**config.mk**
```make
export PLATFORM = sky130hd
export DESIGN_NAME = voice_allocator
export DESIGN_NICKNAME = d
export VERILOG_FILES = /design/src/rtl/voice_allocator.sv
export SDC_FILE = /design/constraint.sdc
export NUM_CORES = 1
export LEC_CHECK = 0
export ABC_AREA = 1
export BUFFER_PORTS_ARGS = -buffer_cell sky130_fd_sc_hd__buf_2
export CAP_MARGIN = 20
export CORE_ASPECT_RATIO = 1.5
export CORE_MARGIN = 2
export CORE_UTILIZATION = 51
export CTS_CLUSTER_DIAMETER = 40
export DETAILED_ROUTE_END_ITERATION = 16
export PLACE_DENSITY = 0.86
export SYNTH_ARGS = -nofsm -noshare
export SYNTH_HDL_FRONTEND = slang
export SYNTH_SLANG_ARGS = --single-unit
```
**constraint.sdc**
```tcl
create_clock -name CLOCK_50 -period 2.5 [get_ports CLOCK_50]
set_input_delay 0.5 -clock CLOCK_50 [delete_from_list [all_inputs] [get_ports CLOCK_50]]
set_output_delay 0.5 -clock CLOCK_50 [all_outputs]
set_load 0.1 [all_outputs]
```
**src/rtl/voice_allocator.sv**
```systemverilog
// Polyphonic voice allocator: note events in, per-voice state out.
// Events are scanned one voice per cycle, then committed in one edge.
module voice_allocator #(
   parameter int NUM_VOICES = 4,
   parameter int TICK_WIDTH = 24,
   parameter int AGE_WIDTH  = 8
) (
   input  logic                             CLOCK_50,
   input  logic                             RESET_N,
   input  logic                             EVT_VALID,
   output logic                             EVT_READY,
   input  logic                             EVT_NOTE_ON,
   input  logic [6:0]                       EVT_NOTE,
   input  logic [TICK_WIDTH-1:0]            EVT_TICKS,
   output logic [NUM_VOICES-1:0]            VOICE_ACTIVE,
   output logic [NUM_VOICES*7-1:0]          VOICE_NOTE,
   output logic [NUM_VOICES*TICK_WIDTH-1:0] VOICE_TICKS,
   output logic                             STEAL_PULSE,
   output logic [7:0]                       LED
);

   localparam int IW = (NUM_VOICES > 1) ? $clog2(NUM_VOICES) : 1;
   localparam logic [IW-1:0] LAST = IW'(NUM_VOICES - 1);
   localparam logic [AGE_WIDTH-1:0] AGE_MAX = '1;

   typedef enum logic [1:0] {IDLE, SCAN, COMMIT} state_t;

   state_t                  state;
   logic [IW-1:0]           idx;
   logic                    ready_q;
   logic                    lat_on;
   logic [6:0]              lat_note;
   logic [TICK_WIDTH-1:0]   lat_ticks;
   logic                    m_hit, f_hit, o_hit;
   logic [IW-1:0]           m_idx, f_idx, o_idx;
   logic [AGE_WIDTH-1:0]    o_age;

   logic [NUM_VOICES-1:0]   active_q;
   logic [6:0]              note_q  [NUM_VOICES];
   logic [TICK_WIDTH-1:0]   ticks_q [NUM_VOICES];
   logic [AGE_WIDTH-1:0]    age_q   [NUM_VOICES];
   logic                    steal_q;
   logic [7:0]              led_q;

   logic                    is_on;
   logic                    steal;
   logic [IW-1:0]           tgt;
   logic [NUM_VOICES-1:0]   nxt_active;
   logic [6:0]              nxt_note  [NUM_VOICES];
   logic [TICK_WIDTH-1:0]   nxt_ticks [NUM_VOICES];
   logic [AGE_WIDTH-1:0]    nxt_age   [NUM_VOICES];
   logic [7:0]              led_nxt;

   // Handshake FSM plus the one-voice-per-cycle search.
   always_ff @(posedge CLOCK_50 or negedge RESET_N) begin
      if (!RESET_N) begin
         state     <= IDLE;
         ready_q   <= 1'b1;
         idx       <= '0;
         lat_on    <= 1'b0;
         lat_note  <= '0;
         lat_ticks <= '0;
         m_hit     <= 1'b0;
         f_hit     <= 1'b0;
         o_hit     <= 1'b0;
         m_idx     <= '0;
         f_idx     <= '0;
         o_idx     <= '0;
         o_age     <= '0;
      end else begin
         case (state)
            IDLE: begin
               if (EVT_VALID) begin
                  lat_on    <= EVT_NOTE_ON;
                  lat_note  <= EVT_NOTE;
                  lat_ticks <= EVT_TICKS;
                  idx       <= '0;
                  m_hit     <= 1'b0;
                  f_hit     <= 1'b0;
                  o_hit     <= 1'b0;
                  m_idx     <= '0;
                  f_idx     <= '0;
                  o_idx     <= '0;
                  o_age     <= '0;
                  ready_q   <= 1'b0;
                  state     <= SCAN;
               end
            end
            SCAN: begin
               if (active_q[idx]) begin
                  if (!m_hit && note_q[idx] == lat_note) begin
                     m_hit <= 1'b1;
                     m_idx <= idx;
                  end
                  if (!o_hit || age_q[idx] > o_age) begin
                     o_hit <= 1'b1;
                     o_idx <= idx;
                     o_age <= age_q[idx];
                  end
               end else if (!f_hit) begin
                  f_hit <= 1'b1;
                  f_idx <= idx;
               end
               if (idx == LAST) state <= COMMIT;
               else idx <= idx + 1'b1;
            end
            COMMIT: begin
               ready_q <= 1'b1;
               state   <= IDLE;
            end
            default: state <= IDLE;
         endcase
      end
   end

   // Next voice table from the search results; ticks of 0 means release.
   always_comb begin
      is_on      = lat_on && (lat_ticks != '0);
      steal      = is_on && !m_hit && !f_hit;
      tgt        = m_hit ? m_idx : (f_hit ? f_idx : o_idx);
      nxt_active = active_q;
      for (int i = 0; i < NUM_VOICES; i++) begin
         nxt_note[i]  = note_q[i];
         nxt_ticks[i] = ticks_q[i];
         nxt_age[i]   = age_q[i];
         if (is_on) begin
            if (IW'(i) == tgt) begin
               nxt_active[i] = 1'b1;
               nxt_note[i]   = lat_note;
               nxt_ticks[i]  = lat_ticks;
               nxt_age[i]    = '0;
            end else if (active_q[i] && age_q[i] != AGE_MAX) begin
               nxt_age[i] = age_q[i] + 1'b1;
            end
         end else if (m_hit && IW'(i) == m_idx) begin
            nxt_active[i] = 1'b0;
            nxt_note[i]   = '0;
            nxt_ticks[i]  = '0;
            nxt_age[i]    = '0;
         end
      end
   end

   for (genvar j = 0; j < 8; j++) begin : g_led
      if (j < NUM_VOICES) begin : g_on
         assign led_nxt[j] = nxt_active[j];
      end else begin : g_off
         assign led_nxt[j] = 1'b0;
      end
   end

   // Voice table and all status outputs move only on the commit edge.
   always_ff @(posedge CLOCK_50 or negedge RESET_N) begin
      if (!RESET_N) begin
         active_q <= '0;
         steal_q  <= 1'b0;
         led_q    <= '0;
         for (int i = 0; i < NUM_VOICES; i++) begin
            note_q[i]  <= '0;
            ticks_q[i] <= '0;
            age_q[i]   <= '0;
         end
      end else begin
         steal_q <= 1'b0;
         if (state == COMMIT) begin
            active_q <= nxt_active;
            steal_q  <= steal;
            led_q    <= led_nxt;
            for (int i = 0; i < NUM_VOICES; i++) begin
               note_q[i]  <= nxt_note[i];
               ticks_q[i] <= nxt_ticks[i];
               age_q[i]   <= nxt_age[i];
            end
         end
      end
   end

   for (genvar g = 0; g < NUM_VOICES; g++) begin : g_out
      assign VOICE_NOTE[7*g +: 7]                   = note_q[g];
      assign VOICE_TICKS[TICK_WIDTH*g +: TICK_WIDTH] = ticks_q[g];
   end

   assign EVT_READY    = ready_q;
   assign VOICE_ACTIVE = active_q;
   assign STEAL_PULSE  = steal_q;
   assign LED          = led_q;

endmodule

```
* Word-level counts from Yosys, hierarchy flattened
Index checks and enable logic that the tools add are counted.
** Storage, ports and cells
- Flip-flop bits (word level) :: 215
- Input port bits :: 35
- Word-level logic and storage cells :: 203
** Cells by class
- Muxes and demuxes :: 92
- Equality and inequality tests :: 30
- Reduce and logical (&&, ||, !) cells :: 42
- Bitwise operators :: 1
- Add/sub/neg operators :: 5
- $lt $le $gt $ge :: 3
** Operator list (count)
- two-way mux 24 bit :: 12
- two-way mux 8 bit :: 21
- two-way mux 7 bit :: 14
- adder 8 x 1 -> 8 bit (second input constant) :: 4
- != test 8 bit (second input constant) :: 4
- AND reduction 3 bit :: 10
- two-way mux 2 bit :: 12
- nonzero test 24 bit :: 1
- two-way mux 1 bit :: 20
- one-hot mux 2 bit (2 select lines) :: 5
- binary-select mux 8 bit (select 2 bit) :: 1
- != test 2 bit (second input constant) :: 8
- one-hot mux 8 bit (2 select lines) :: 1
- binary-select mux 7 bit (select 2 bit) :: 1
- logical AND 1 bit :: 12
- != test 3 x 1 -> 1 bit (second input constant) :: 4
- AND reduction 4 bit :: 3
- nonzero test 2 bit :: 6
- equality test 2 bit (first input constant) :: 4
- greater-than comparator 8 bit :: 1
- != test 2 x 1 -> 1 bit (second input constant) :: 4
- one-hot mux 1 bit (2 select lines) :: 4
- equality test 7 bit :: 1
- zero test 2 bit :: 3
- other kinds (11) :: 17

* Depth between registers and ports, before layout
Gate-level depths: netlist of run 1.
- Depth after elaboration :: 9
- Mapped depth :: 18
- Mapped depth without buffers :: 16

* Worst setup path after synthesis of run 1
OpenSTA, ideal clock, no wires.
- Path kind :: reg-to-reg
- From :: register idx[1]
- To :: register o_age[0]
- Period minus slack after synthesis :: 2.379 ns
- Cell stages (with the launch flop) :: 16
- Setup slack :: 0.121 ns
- Data required time :: 2.383 ns
- Arrival time :: 2.262 ns
- Path through :: dfrtp_1 -> inv_1 -> buf_2 -> clkbuf_1 -> o21ai_0 -> o22ai_1 -> ha_1 -> a21oi_1 -> o21ai_0 -> nand2_1 -> nand2_1 -> nand2_1 -> nand3_1 -> clkbuf_1 -> nand3_1 -> nand2_1
** Between the ends
- Cells in the longest elaborated chain, start to end :: 8
- Elaborated cells on any way between the ends :: 14
- Those cells by class :: order compare: 1; eq/ne: 2; mux: 8; bitwise: 1; reduce/logical: 2
** RTL lines
- from (decl) :: line 29 : logic [IW-1:0] idx;
- from (signal assigned) :: line 105 : else idx <= idx + 1'b1;
- NOT 2 -> 3 bit (implied by the code) :: line 95, 98
- binary-select mux 8 bit (select 2 bit) :: line 95, 98
- two-way mux 8 bit (implied by the code) (2 in series) :: line 95, 98
- greater-than comparator 8 bit :: line 95 : if (!o_hit || age_q[idx] > o_age) begin
- logical OR 1 bit :: line 95
- != test 2 bit (no source line)
- AND reduction 4 bit (no source line)
- to (signal assigned) :: line 98 : o_age <= age_q[idx];
- to (decl) :: line 36 : logic [AGE_WIDTH-1:0] o_age;
Several ways; a longest one is shown, not always the timed one. The select of a mux whose other input is x is not followed.
A chain may end at the register's enable or synchronous reset.

* Final worst setup path of run 1
- From :: register idx[1]
- To :: register o_age[6]
The elaborated chain is that of the path after synthesis.

==> results of run 1 <==
-- worst max-delay path, stage by stage, from the launching register on --
cell	delay, ps
sky130_fd_sc_hd__dfrtp_1	380
sky130_fd_sc_hd__inv_1	290
sky130_fd_sc_hd__o21ai_0	150
sky130_fd_sc_hd__a21oi_1	150
sky130_fd_sc_hd__a21oi_1	70
sky130_fd_sc_hd__ha_1	300
sky130_fd_sc_hd__nand2_1	70
sky130_fd_sc_hd__nor2_1	150
sky130_fd_sc_hd__nand4_1	100
sky130_fd_sc_hd__nand2_1	80
sky130_fd_sc_hd__nand3_1	90
sky130_fd_sc_hd__buf_4	200
sky130_fd_sc_hd__nand3_1	80
sky130_fd_sc_hd__nand2_1	60
-- cells by family (layout without fill, tap and decap cells) --
| logic type | after synthesis | after routing | synth area share, % |
|---|---|---|---|
| simple gates | 876 | 876 | 36.59 |
| flops | 215 | 215 | 50.75 |
| buf+inv | 141 | 302 | 6.820 |
| compound gates | 47 | 47 | 2.372 |
| xor+xnor | 23 | 23 | 1.900 |
| fa+ha+maj | 13 | 13 | 1.534 |
| other cells | 1 | 4 | 0.03536 |
-- cell type report --
cell class                 instances  share of cell area [%]
clock buffer                      30                   5.625
sequential                       215                   42.82
inverter                          56                   1.693
clock inverter                    18                   1.722
tap                              264                   2.628
timing repair buffer             198                   9.369
multi-input combinational        963                   36.14
-- per-layer routing --
layer	vias to the layer above	global-route usage [%]
met5	-	0
met4	0	16.51
met3	140	4.747
met2	522	51.17
met1	4784	34.71
li1	4601	-
-- power by group --
group / total [mW] / internal [mW] / switching, mW
combinational: 10.1 / 1.79 / 8.33
clock: 3.97 / 2.31 / 1.66
sequential: 5.57 / 4.46 / 1.11
total: 19.7 / 8.56 / 11.1
-- cell usage in the layout (no fill, tap or decap), types with 16 or more instances in the layout --
cell and count:
sky130_fd_sc_hd__nor2_1 60, sky130_fd_sc_hd__inv_1 50, sky130_fd_sc_hd__nand3_1 89, sky130_fd_sc_hd__nand4_1 129, sky130_fd_sc_hd__o21ai_0 22, sky130_fd_sc_hd__nor3_1 22
sky130_fd_sc_hd__dfrtp_1 214, sky130_fd_sc_hd__buf_2 167, sky130_fd_sc_hd__a21oi_1 16, sky130_fd_sc_hd__nand2_1 541, sky130_fd_sc_hd__buf_4 21, sky130_fd_sc_hd__clkbuf_16 27
sky130_fd_sc_hd__xor2_1 18
-- flip-flops by register name, summed over array words and instances (netlist names), 2 cells and up --
signal,flops
VOICE_TICKS,96
age_q,32
VOICE_NOTE,28
lat_ticks,24
o_age,8
lat_note,7
LED,4
f_idx,2
idx,2
m_idx,2
o_idx,2
state,2
-- path summary, 6_finish.rpt --
check	startpoint	to	slack, ps	cells past startpoint
max in group asynchronous	RESET_N	age_q[10]$_DFFE_PN0P_	1130	3
worst max-delay path	idx[1]$_DFFE_PN0P_	o_age[6]$_DFFE_PN0P_	200	13
min in group asynchronous	RESET_N	VOICE_TICKS[15]$_DFFE_PN0P_	510	2
worst min-delay path	EVT_TICKS[12]	lat_ticks[12]$_DFFE_PN0P_	150	3
worst max register to register	idx[1]$_DFFE_PN0P_	o_age[6]$_DFFE_PN0P_	200	13
worst min register to register	VOICE_TICKS[16]$_DFFE_PN0P_	VOICE_TICKS[16]$_DFFE_PN0P_	470	2
-- timing repair --
action / CTS / global route
endpoints found under the hold margin: 60 / 0
resized for setup: 0 / 2
endpoints found under the setup margin: 0 / 11
hold buffers: 1 / 0
==> insert_results.sql, run 1 <==
INSERT INTO impl_metrics (metric_group, metric, value, unit) VALUES
('outcome', 'result_of_the_run', 'finished, final reports clean', ''),
('clock_network', 'clock-sinks', '215', ''),
('layout', 'layout-drive-gt1-share', '18.99', '%'),
('die', 'die_x', '121.7', 'um'),
('route', 'drt.antenna.violating_nets', '0', ''),
('die', 'core_area', '20420', 'um^2'),
('route', 'drt_iter0_drcs', '943', ''),
('timing', 'fin_tns_setup', '0', 'ps'),
('die', 'num_rows', '64', ''),
('critical_path', 'critPathRequiredTime', '2910', 'ps'),
('synth', 'ys_seq_elements', '215', ''),
('route', 'top_layer_used', 'met4', ''),
('synth', 'synth_most_common_cell', 'sky130_fd_sc_hd__nand2_1', ''),
('layout', 'diodes', '0', ''),
('synth', 'synth_top_cells_by_count', 'sky130_fd_sc_hd__nand2_1, sky130_fd_sc_hd__dfrtp_1, sky130_fd_sc_hd__nand4_1', ''),
('timing', 'timing.final.max_slew_violations', '0', ''),
('timing', 'rsz0062_at_grt', 'no', ''),
('route', 'drc_errors', '0', ''),
('power_and_ir_drop', 'power.static_leakage', '6.961', 'nW'),
('run', 'cap_viol_max_count', '0', ''),
('placed_design', 'numPortBuffers', '168', ''),
('synth', 'synth_sequential_area_ratio', '50.75', '%'),
('clock_network', 'ctsLongestPathBuffers', '3', ''),
('route', 'detail_route.wl_per_cell', '18.51', 'um'),
('die', 'io-pin-count', '173', ''),
('layout', 'layout.area.seq', '5381', 'um^2'),
('timing', 'hold_violations', '0', ''),
('synth', 'yosys.area.top_type_share', '50.50', '%'),
('synth', 'mappedNetlistArea', '10600', 'um^2'),
('die', 'initial_standard_cell_utilization_of_the_core', '51.93', '%'),
('die', 'die_area', '21990', 'um^2'),
('timing', 'setup_viol', '0', ''),
('layout', 'design_area', '12570', 'um^2'),
('placed_design', 'place_worst_setup_slack', '123.7', 'ps'),
('min_path', 'hold_class', 'in2reg', ''),
('synth', 'yosys_warn_count', '0', ''),
('synth', 'netlist.top_cell.by_area', 'sky130_fd_sc_hd__dfrtp_1', ''),
('route', 'met2WireLength', '16380', 'um'),
('synth', 'post_synth.cell_area_avg', '8.058', 'um^2'),
('route', 'drt_pass1_iterations', '5', ''),
('placed_design', 'post-place-cells', '1695', ''),
('clock_network', 'ctsRootBufferMaster', 'sky130_fd_sc_hd__clkbuf_16', ''),
('clock_network', 'cts_tree', 'done', ''),
('synth', 'asyncSetResetFlopFracSynth', '100.0', '%'),
('critical_path', 'crit_arrival', '2710', 'ps'),
('grt', 'global_route_wire_length_before_repair', '51990', 'um'),
('timing', 'final.hold.worst_slack', '152.5', 'ps'),
('timing', 'final.setup.worst_slack', '198.0', 'ps'),
('route', 'met3_wirelength', '2422', 'um'),
('critical_path', 'critPathMaxFanout', '14', ''),
('route', 'drt-total-wl', '32280', 'um'),
('timing', 'clock.fmax', '434.4', 'MHz'),
('grt', 'grt_overflow', '0', ''),
('grt', 'first_global_vias', '10040', ''),
('critical_path', 'path_class', 'reg2reg', ''),
('synth', 'synth.distinct_cells', '35', ''),
('synth', 'ys_dominant_reg_cell', 'sky130_fd_sc_hd__dfrtp_1', ''),
('timing', 'clock_skew', '27.72', 'ps'),
('layout', 'fill_cells', '1704', ''),
('route', 'num_vias', '10050', ''),
('timing', 'layout_min_cycle_time', '2302', 'ps'),
('layout', 'layoutNonFillerInstCount', '1744', ''),
('grt', 'initial_antenna_violation_count', '0', ''),
('die', 'die_h', '180.6', 'um'),
('clock_network', 'h-tree-depth', '1', ''),
('clock_network', 'cts_setup_buffers', '0', ''),
('clock_network', 'clkLatencyLatePin', '540', 'ps'),
('grt', 'gr_usage_total', '29.63', '%'),
('critical_path', 'crit_path_end_kind', 'register', ''),
('layout', 'area_growth', '18.51', '%'),
('power_and_ir_drop', 'cellPowerDensity', '1565', 'nW/um^2');
(Power assumes the default switching activity.)
==> inputs of run 2 (changes only) <==
--- a/config.mk
+++ b/config.mk
@@ -5,15 +5,14 @@
 export SDC_FILE = /design/constraint.sdc
 export NUM_CORES = 1
 export LEC_CHECK = 0
-export ABC_AREA = 1
 export BUFFER_PORTS_ARGS = -buffer_cell sky130_fd_sc_hd__buf_2
 export CAP_MARGIN = 20
 export CORE_ASPECT_RATIO = 1.5
 export CORE_MARGIN = 2
-export CORE_UTILIZATION = 51
+export CORE_UTILIZATION = 30
 export CTS_CLUSTER_DIAMETER = 40
 export DETAILED_ROUTE_END_ITERATION = 16
-export PLACE_DENSITY = 0.86
+export PLACE_DENSITY = 0.58
 export SYNTH_ARGS = -nofsm -noshare
 export SYNTH_HDL_FRONTEND = slang
 export SYNTH_SLANG_ARGS = --single-unit
==> constraint.sdc (replaced) <==
create_clock -name CLOCK_50 -period 2.95 [get_ports CLOCK_50]
set_input_delay 0.59 -clock CLOCK_50 [delete_from_list [all_inputs] [get_ports CLOCK_50]]
set_output_delay 0.59 -clock CLOCK_50 [all_outputs]
set_load 0.1 [all_outputs]
==> run 2 against run 1 <==
First-iteration DRC count decreased by 56%. Final area fell by 3.2%. Routed wire length down 13%. Clock skew down 2.2 ps. Clock power shrank 25%. Synthesized area is 6.5% lower. Worst hold slack lost 84 ps. Critical path type unchanged. Fmax decreased by 14%. Count of clock-buffer cells in the layout down 4. Critical endpoint is now o_age[5]$_DFFE_PN0P_. Global-route usage fell by 13 points. Via count decreased by 24%. Synthesized cell count shrank 28%.
==> insert_results.sql, run 2 <==
INSERT INTO impl_metrics (metric_group, metric, value, unit) VALUES
('placed_design', 'gp_congestion', '0.8353', ''),
('clock_network', 'clk_pin_slew_worst_paths', '70', 'ps'),
('synth', 'number_of_enable_type_register_cells_in_the_synthesized_netlist', '0', ''),
('timing', 'worstMarginPinSlew', '892.1', 'ps'),
('power_and_ir_drop', 'power.static_leakage', '5.960', 'nW'),
('synth', 'ys_dominant_reg_cell', 'sky130_fd_sc_hd__dfrtp_1', ''),
('grt', 'maximum_number_of_pins_on_one_net_before_global_route_repair', '67', ''),
('clock_network', 'ctsLongestPathBuffers', '3', ''),
('clock_network', 'cts_tree', 'done', ''),
('clock_network', 'cts_setup_buffers', '0', ''),
('timing', 'worst_slew_margin_rel', '40.53', '%'),
('synth', 'synth_sequential_area_ratio', '54.30', '%'),
('clock_network', 'ctsRootBufferMaster', 'sky130_fd_sc_hd__clkbuf_16', ''),
('layout', 'final_cell_mix', 'sky130_fd_sc_hd__nand2_1, sky130_fd_sc_hd__dfrtp_1, sky130_fd_sc_hd__buf_2', ''),
('synth', 'netlist.top_cell.by_area', 'sky130_fd_sc_hd__dfrtp_1', ''),
('power_and_ir_drop', 'switching_share', '44.84', '%'),
('route', 'drc_errors', '0', ''),
('route', 'drt.antenna.violating_nets', '0', ''),
('route', 'drt_pass1_iterations', '5', ''),
('layout', 'layout-drive-gt1-share', '29.30', '%'),
('route', 'met3_wirelength', '1257', 'um'),
('clock_network', 'clock-sinks', '215', ''),
('synth', 'yosys_warn_count', '0', ''),
('layout', 'design_area', '12160', 'um^2'),
('clock_network', 'h-tree-depth', '1', ''),
('layout', 'fill_cells', '3227', ''),
('timing', 'hold_violations', '0', ''),
('critical_path', 'crit_path_end_kind', 'register', ''),
('run', 'cap_viol_max_count', '0', ''),
('critical_path', 'timing.reg2reg.setup_slack', '260', 'ps'),
('placed_design', 'place_worst_setup_slack', '242.3', 'ps'),
('power_and_ir_drop', 'switchingPower', '5.085', 'mW'),
('die', 'die_h', '226.6', 'um'),
('route', 'routed_via_density', '4.935', ''),
('critical_path', 'critPathTopFamily', 'compound AO/OA/AOI/OAI gates', ''),
('critical_path', 'path_class', 'reg2reg', ''),
('clock_network', 'hold_bufs_inserted_after_cts', '0', ''),
('synth', 'synth_cells', '949', ''),
('critical_path', 'reg2reg_from', 'idx[0]$_DFFE_PN0P_', ''),
('timing', 'rsz0062_at_grt', 'no', ''),
('clock_network', 'ctsResizeCount', '0', ''),
('power_and_ir_drop', 'cellPowerDensity', '932.5', 'nW/um^2'),
('layout', 'diodes', '0', ''),
('layout', 'mostFrequentLayoutCell', 'sky130_fd_sc_hd__nand2_1', ''),
('critical_path', 'worst_path_max_delay_cell', 'sky130_fd_sc_hd__mux4_2', ''),
('placed_design', 'numPortBuffers', '168', ''),
('route', 'drt_iter0_drcs', '413', ''),
('die', 'initial_standard_cell_utilization_of_the_core', '30.46', '%'),
('critical_path', 'crit_arrival', '3120', 'ps'),
('placed_design', 'dpl.hpwl', '20380', 'um'),
('outcome', 'result_of_the_run', 'finished, final reports clean', ''),
('die', 'io-pin-count', '173', ''),
('critical_path', 'cp_cell_sequence', 'buf_12 > mux4_2 > ha_1 > a21oi_1 > nor2b_1 > o21ai_0 > nand3b_1 > o21a_1 > o31ai_1', ''),
('critical_path', 'crit_buf_inv', '1', ''),
('timing', 'clock.fmax', '372.2', 'MHz'),
('synth', 'asyncSetResetFlopFracSynth', '100.0', '%'),
('power_and_ir_drop', 'comb_power_share', '38.3', '%'),
('die', 'die_x', '152.4', 'um'),
('power_and_ir_drop', 'clock_power_share', '26.4', '%'),
('timing', 'timing.final.max_slew_violations', '0', ''),
('grt', 'gr_usage_total', '16.25', '%'),
('critical_path', 'cp_slowest_stage_delay', '530', 'ps'),
('layout', 'layoutNonFillerInstCount', '1555', ''),
('synth', 'post_synth.cell_area_avg', '10.44', 'um^2'),
('die', 'die_area', '34540', 'um^2'),
('layout', 'number_of_flip_flops_under_the_largest_register_name', '96', ''),
('placed_design', 'post-place-cells', '1511', ''),
('route', 'num_vias', '7674', ''),
('critical_path', 'timing.critical_path.from_type', 'register', ''),
('synth', 'synth_most_common_cell', 'sky130_fd_sc_hd__nand2_1', ''),
('grt', 'initial_antenna_violation_count', '0', ''),
('timing', 'setup_viol', '0', ''),
('route', 'detail_route.wl_per_cell', '18.05', 'um'),
('critical_path', 'crit_cells', '9', ''),
('synth', 'yosys.area.top_type_share', '54.03', '%'),
('timing', 'layout_min_cycle_time', '2687', 'ps'),
('clock_network', 'numCtsBuffers', '25', ''),
('die', 'core_area', '32530', 'um^2'),
('synth', 'synth_top_cells_by_count', 'sky130_fd_sc_hd__nand2_1, sky130_fd_sc_hd__dfrtp_1, sky130_fd_sc_hd__o21ai_0', ''),
('route', 'top_layer_used', 'met4', ''),
('route', 'drt-total-wl', '28060', 'um'),
('synth', 'dominant_cells_by_area_after_synthesis', 'sky130_fd_sc_hd__dfrtp_1, sky130_fd_sc_hd__nand2_1, sky130_fd_sc_hd__mux2_2, sky130_fd_sc_hd__o21ai_0, sky130_fd_sc_hd__mux4_2', ''),
('critical_path', 'worst_r2r_endpoint', 'o_age[5]$_DFFE_PN0P_', ''),
('layout', 'area_growth', '22.70', '%'),
('timing', 'final_critical_path_share_of_the_clock_period', '91.07', '%'),
('grt', 'grt_overflow', '0', ''),
('layout', 'nets', '1171', ''),
('min_path', 'hold_class', 'in2async', ''),
('power_and_ir_drop', 'sequentialPowerShare', '35.3', '%'),
('synth', 'mappedNetlistArea', '9911', 'um^2'),
('power_and_ir_drop', 'worst_vdd_rail_ir_drop', '629.5', 'uV'),
('synth', 'synth.distinct_cells', '57', ''),
('route', 'wl_met1', '10960', 'um'),
('critical_path', 'critPathMaxFanout', '14', ''),
('grt', 'global_route_wire_length_before_repair', '45020', 'um'),
('placed_design', 'post_detailed_placement_cell_area', '11380', 'um^2'),
('critical_path', 'critPathRequiredTime', '3380', 'ps'),
('timing', 'final.setup.worst_slack', '263.5', 'ps'),
('critical_path', 'reg2regPathDepth', '9', ''),
('die', 'num_rows', '81', ''),
('power_and_ir_drop', 'power_report.internal_total', '6.255', 'mW'),
('clock_network', 'clkLatencyLatePin', '530', 'ps'),
('timing', 'clock_skew', '25.56', 'ps'),
('route', 'met2WireLength', '14760', 'um'),
('synth', 'ys_seq_elements', '215', ''),
('timing', 'fin_tns_setup', '0', 'ps'),
('grt', 'first_global_vias', '8141', '');
[run 2: cell types whose count changed after synthesis, sizes merged, moves of 41 or more]
cell   previous run  this run
nand2           555       235
nand4           129         4
o21ai            22       109
nand3            94        13
mux2              0        67
nor2             71        23
inv              55        14
[run 2: cell families (layout without fill, tap and decap cells)]
family / count (synthesis) / in the layout / share of synthesized area, %
flops: 215 / 215 / 54.30
other cells: 1 / 4 / 0.03784
compound gates: 188 / 188 / 11.39
xor+xnor: 7 / 7 / 0.6186
fa+ha+maj: 13 / 13 / 1.641
simple gates: 365 / 365 / 16.60
mux: 89 / 89 / 11.93
buf+inv: 71 / 259 / 3.484
[run 2: per-layer routing]
| layer | track usage [%] | vias to the layer above |
|---|---|---|
| met5 | 0 | - |
| met4 | 7.235 | 0 |
| met3 | 2.370 | 51 |
| met2 | 29.54 | 185 |
| met1 | 18.98 | 3810 |
| li1 | - | 3628 |
[run 2: worst max-delay path by stage]
stage                               from                    end  slack, ps
6_report              idx[0]$_DFFE_PN0P_   o_age[5]$_DFFE_PN0P_        260
5_1_grt               idx[0]$_DFFE_PN0P_   o_age[7]$_DFFE_PN0P_         30
3_3_place_gp   lat_ticks[12]$_DFFE_PN0P_  age_q[23]$_DFFE_PN0P_        340
2_1_floorplan         idx[0]$_DFFE_PN0P_   o_age[1]$_DFFE_PN0P_         60
4_1_cts               idx[0]$_DFFE_PN0P_   o_age[7]$_DFFE_PN0P_        240
3_5_place_dp          idx[0]$_DFFE_PN0P_   o_age[5]$_DFFE_PN0P_        240
[run 2: area by class of cell]
type | count | area, um^2 | area share, %
repair buffers | 201 | 1185 | 9.744
clock buffers | 26 | 629.4 | 5.175
inverters | 14 | 52.55 | 0.4321
well taps | 415 | 519.2 | 4.270
multi-input cells | 666 | 4240 | 34.87
clock inverters | 18 | 152.6 | 1.255
flip-flops and latches | 215 | 5381 | 44.25
[run 2: stage by stage]
stage / utilization (%) / hold WS (ps) / power, mW
detailed placement: 34.98 / 461.9 / 8.421
global route: 37.38 / 105.1 / 11.92
global placement: 34.98 / 456.5 / 8.369
floorplan: - / 294.4 / 7.271
finish: 37.38 / 68.68 / 11.34
CTS: 37.38 / 72.10 / 11.46
[run 2: power groups by stage]
| stage | Sequential, mW | Clock, mW | Combinational, mW |
|---|---|---|---|
| 2_1_floorplan | 5.55 | 0 | 1.73 |
| 3_3_place_gp | 4.04 | 0 | 4.33 |
| 3_5_place_dp | 4.06 | 0 | 4.36 |
| 4_1_cts | 4.01 | 3.07 | 4.38 |
| 5_1_grt | 4.09 | 3.18 | 4.65 |
| 6_report | 4.01 | 2.99 | 4.34 |
==> inputs of run 3 (changes only) <==
--- a/config.mk
+++ b/config.mk
@@ -12,7 +12,8 @@
 export CORE_UTILIZATION = 30
 export CTS_CLUSTER_DIAMETER = 40
 export DETAILED_ROUTE_END_ITERATION = 16
-export PLACE_DENSITY = 0.58
+export PLACE_DENSITY = 0.45
+export REMOVE_ABC_BUFFERS = 1
 export SYNTH_ARGS = -nofsm -noshare
 export SYNTH_HDL_FRONTEND = slang
 export SYNTH_SLANG_ARGS = --single-unit
==> run 3 against run 2 <==
Routed wire length increased by 7.6%. Combinational power about the same. Sequential share of layout area decreased by 2.0 points. Worst hold slack got worse by 62 ps. Sequential cell count unchanged. Setup slack improved by 87 ps. Global-route usage increased by 1.3 points. Count of clock-buffer cells in the layout increased by 16. Critical path depth unchanged. Largest cell class unchanged. Largest power group is now clock.
==> insert_results.sql, run 3 (same netlist as run 2, synthesis figures left out) <==
INSERT INTO impl_metrics (metric_group, metric, value, unit) VALUES
('outcome', 'result_of_the_run', 'finished, final reports clean', ''),
('clock_network', 'cts_setup_buffers', '0', ''),
('grt', 'first_global_vias', '8045', ''),
('timing', 'hold_violations', '0', ''),
('timing', 'layout_min_cycle_time', '2600', 'ps'),
('clock_network', 'hold_bufs_inserted_after_cts', '0', ''),
('timing', 'fin_tns_setup', '0', 'ps'),
('route', 'drc_errors', '0', ''),
('route', 'drt-total-wl', '30210', 'um'),
('clock_network', 'h-tree-depth', '2', ''),
('timing', 'rsz0062_at_grt', 'no', ''),
('placed_design', 'numPortBuffers', '168', ''),
('die', 'die_area', '34540', 'um^2'),
('layout', 'core_util_final', '39.11', '%'),
('die', 'num_rows', '81', ''),
('grt', 'gr_usage_total', '17.57', '%'),
('power_and_ir_drop', 'totalPowerFinal', '12.79', 'mW'),
('layout', 'diodes', '0', ''),
('critical_path', 'timing.reg2reg.setup_slack', '350', 'ps'),
('timing', 'setup_viol', '0', ''),
('critical_path', 'critPathCapture', 'o_age[3]$_DFFE_PN0P_', ''),
('layout', 'final_cell_mix', 'sky130_fd_sc_hd__nand2_1, sky130_fd_sc_hd__dfrtp_1, sky130_fd_sc_hd__buf_2', ''),
('grt', 'global_route_wire_length_before_repair', '47150', 'um'),
('route', 'drt.antenna.violating_nets', '0', ''),
('die', 'io-pin-count', '173', ''),
('timing', 'timing.final.max_slew_violations', '0', ''),
('critical_path', 'worst_r2r_endpoint', 'o_age[3]$_DFFE_PN0P_', ''),
('placed_design', 'place_worst_setup_slack', '326.9', 'ps'),
('critical_path', 'crit_arrival', '3010', 'ps'),
('clock_network', 'clkLatencyLatePin', '510', 'ps'),
('die', 'initial_standard_cell_utilization_of_the_core', '30.46', '%'),
('route', 'detail_route.wl_per_cell', '19.14', 'um'),
('die', 'die_x', '152.4', 'um'),
('critical_path', 'reg2reg_from', 'idx[0]$_DFFE_PN0P_', ''),
('timing', 'clock_skew', '18.22', 'ps'),
('clock_network', 'ctsLongestPathBuffers', '3', ''),
('layout', 'number_of_flip_flops_under_the_largest_register_name', '96', ''),
('critical_path', 'worst_setup_path_startpoint', 'idx[0]$_DFFE_PN0P_', ''),
('min_path', 'hold_class', 'in2async', ''),
('clock_network', 'clk_pin_slew_worst_paths', '50', 'ps'),
('clock_network', 'clock-sinks', '215', ''),
('critical_path', 'critPathMaxFanout', '10', ''),
('layout', 'mostFrequentLayoutCell', 'sky130_fd_sc_hd__nand2_1', ''),
('critical_path', 'crit_path_end_kind', 'register', ''),
('clock_network', 'cts_tree', 'done', ''),
('layout', 'layout-drive-gt1-share', '30.61', '%'),
('placed_design', 'gp_congestion', '0.8203', ''),
('die', 'core_area', '32530', 'um^2'),
('grt', 'initial_antenna_violation_count', '0', ''),
('layout', 'nets', '1184', ''),
('critical_path', 'critPathRequiredTime', '3360', 'ps'),
('route', 'num_vias', '7668', ''),
('timing', 'final.setup.worst_slack', '350.4', 'ps'),
('route', 'drt_iter0_drcs', '394', ''),
('critical_path', 'path_class', 'reg2reg', ''),
('timing', 'worstMarginPinSlew', '749.5', 'ps'),
('timing', 'final_critical_path_share_of_the_clock_period', '88.12', '%'),
('power_and_ir_drop', 'worst_vdd_rail_ir_drop', '760.3', 'uV'),
('power_and_ir_drop', 'power.static_leakage', '6.228', 'nW'),
('run', 'cap_viol_max_count', '0', ''),
('grt', 'maximum_number_of_pins_on_one_net_before_global_route_repair', '59', ''),
('critical_path', 'reg2regPathDepth', '9', ''),
('power_and_ir_drop', 'cellPowerDensity', '1005', 'nW/um^2'),
('clock_network', 'ctsRootBufferMaster', 'sky130_fd_sc_hd__clkbuf_16', ''),
('layout', 'area_growth', '28.38', '%'),
('placed_design', 'dpl.hpwl', '21450', 'um'),
('critical_path', 'timing.critical_path.from_type', 'register', ''),
('timing', 'worst_slew_margin_rel', '50.03', '%'),
('route', 'routed_via_density', '4.859', ''),
('clock_network', 'numCtsBuffers', '35', ''),
('clock_network', 'ctsResizeCount', '0', ''),
('grt', 'grt_overflow', '0', ''),
('route', 'drt_pass1_iterations', '5', ''),
('timing', 'clock.fmax', '384.7', 'MHz'),
('die', 'die_h', '226.6', 'um');
run 3: stage by stage:
| step | cell area [um^2] | std cells | hold WS, ps |
|---|---|---|---|
| final | 12720 | 1578 | 6.822 |
| after global placement | 11440 | 1514 | 449.5 |
| after detailed placement | 11440 | 1514 | 455.4 |
| after CTS | 12720 | 1578 | 0.009326 |
| after global routing | 12720 | 1578 | 27.95 |
| after floorplan | 9629 | 895 | 294.4 |
run 3: worst min-delay path by stage:
stage                             endpoint  slack [ps]  depth (start not counted)
2_1_floorplan           LED[0]$_DFFE_PN0P_         290                          0
3_3_place_gp         EVT_READY$_DFFE_PN1P_         450                          2
3_5_place_dp         EVT_READY$_DFFE_PN1P_         460                          2
4_1_cts         VOICE_TICKS[7]$_DFFE_PN0P_       0.009                          1
5_1_grt         VOICE_TICKS[6]$_DFFE_PN0P_          30                          1
6_report       VOICE_TICKS[35]$_DFFE_PN0P_           7                          1
run 3: where the power goes:
part,internal (mW),leakage (nW),switching (mW)
sequential,3.48,2.91,0.494
combinational,1.11,2.69,3.26
clock,2.91,0.621,1.54
total,7.50,6.23,5.29
run 3: layout make-up:
cell class | count | area (um^2)
clock buffers | 42 | 973.4
multi-input cells | 666 | 4237
inverters | 14 | 52.55
flip-flops and latches | 215 | 5381
well taps | 415 | 519.2
fillers | 3212 | 19810
clock inverters | 22 | 314.1
repair buffers | 204 | 1246
run 3: critical path, stage by stage, from the launching register on:
cell	delay, ps
sky130_fd_sc_hd__dfrtp_1	380
sky130_fd_sc_hd__buf_4	220
sky130_fd_sc_hd__mux4_2	550
sky130_fd_sc_hd__ha_1	310
sky130_fd_sc_hd__a21oi_1	130
sky130_fd_sc_hd__nor2b_1	50
sky130_fd_sc_hd__o21ai_0	160
sky130_fd_sc_hd__nand3b_1	120
sky130_fd_sc_hd__o21a_1	320
sky130_fd_sc_hd__o31ai_1	250
run 3: per-layer routing:
metal | part of all wire, % | up-vias | GRT usage (%)
li1 | - | 3673 | -
met2 | 52 | 174 | 31.89
met5 | 0 | - | 0
met3 | 4.8 | 57 | 3.708
met4 | 3.9 | 0 | 7.537
met1 | 39 | 3764 | 19.94
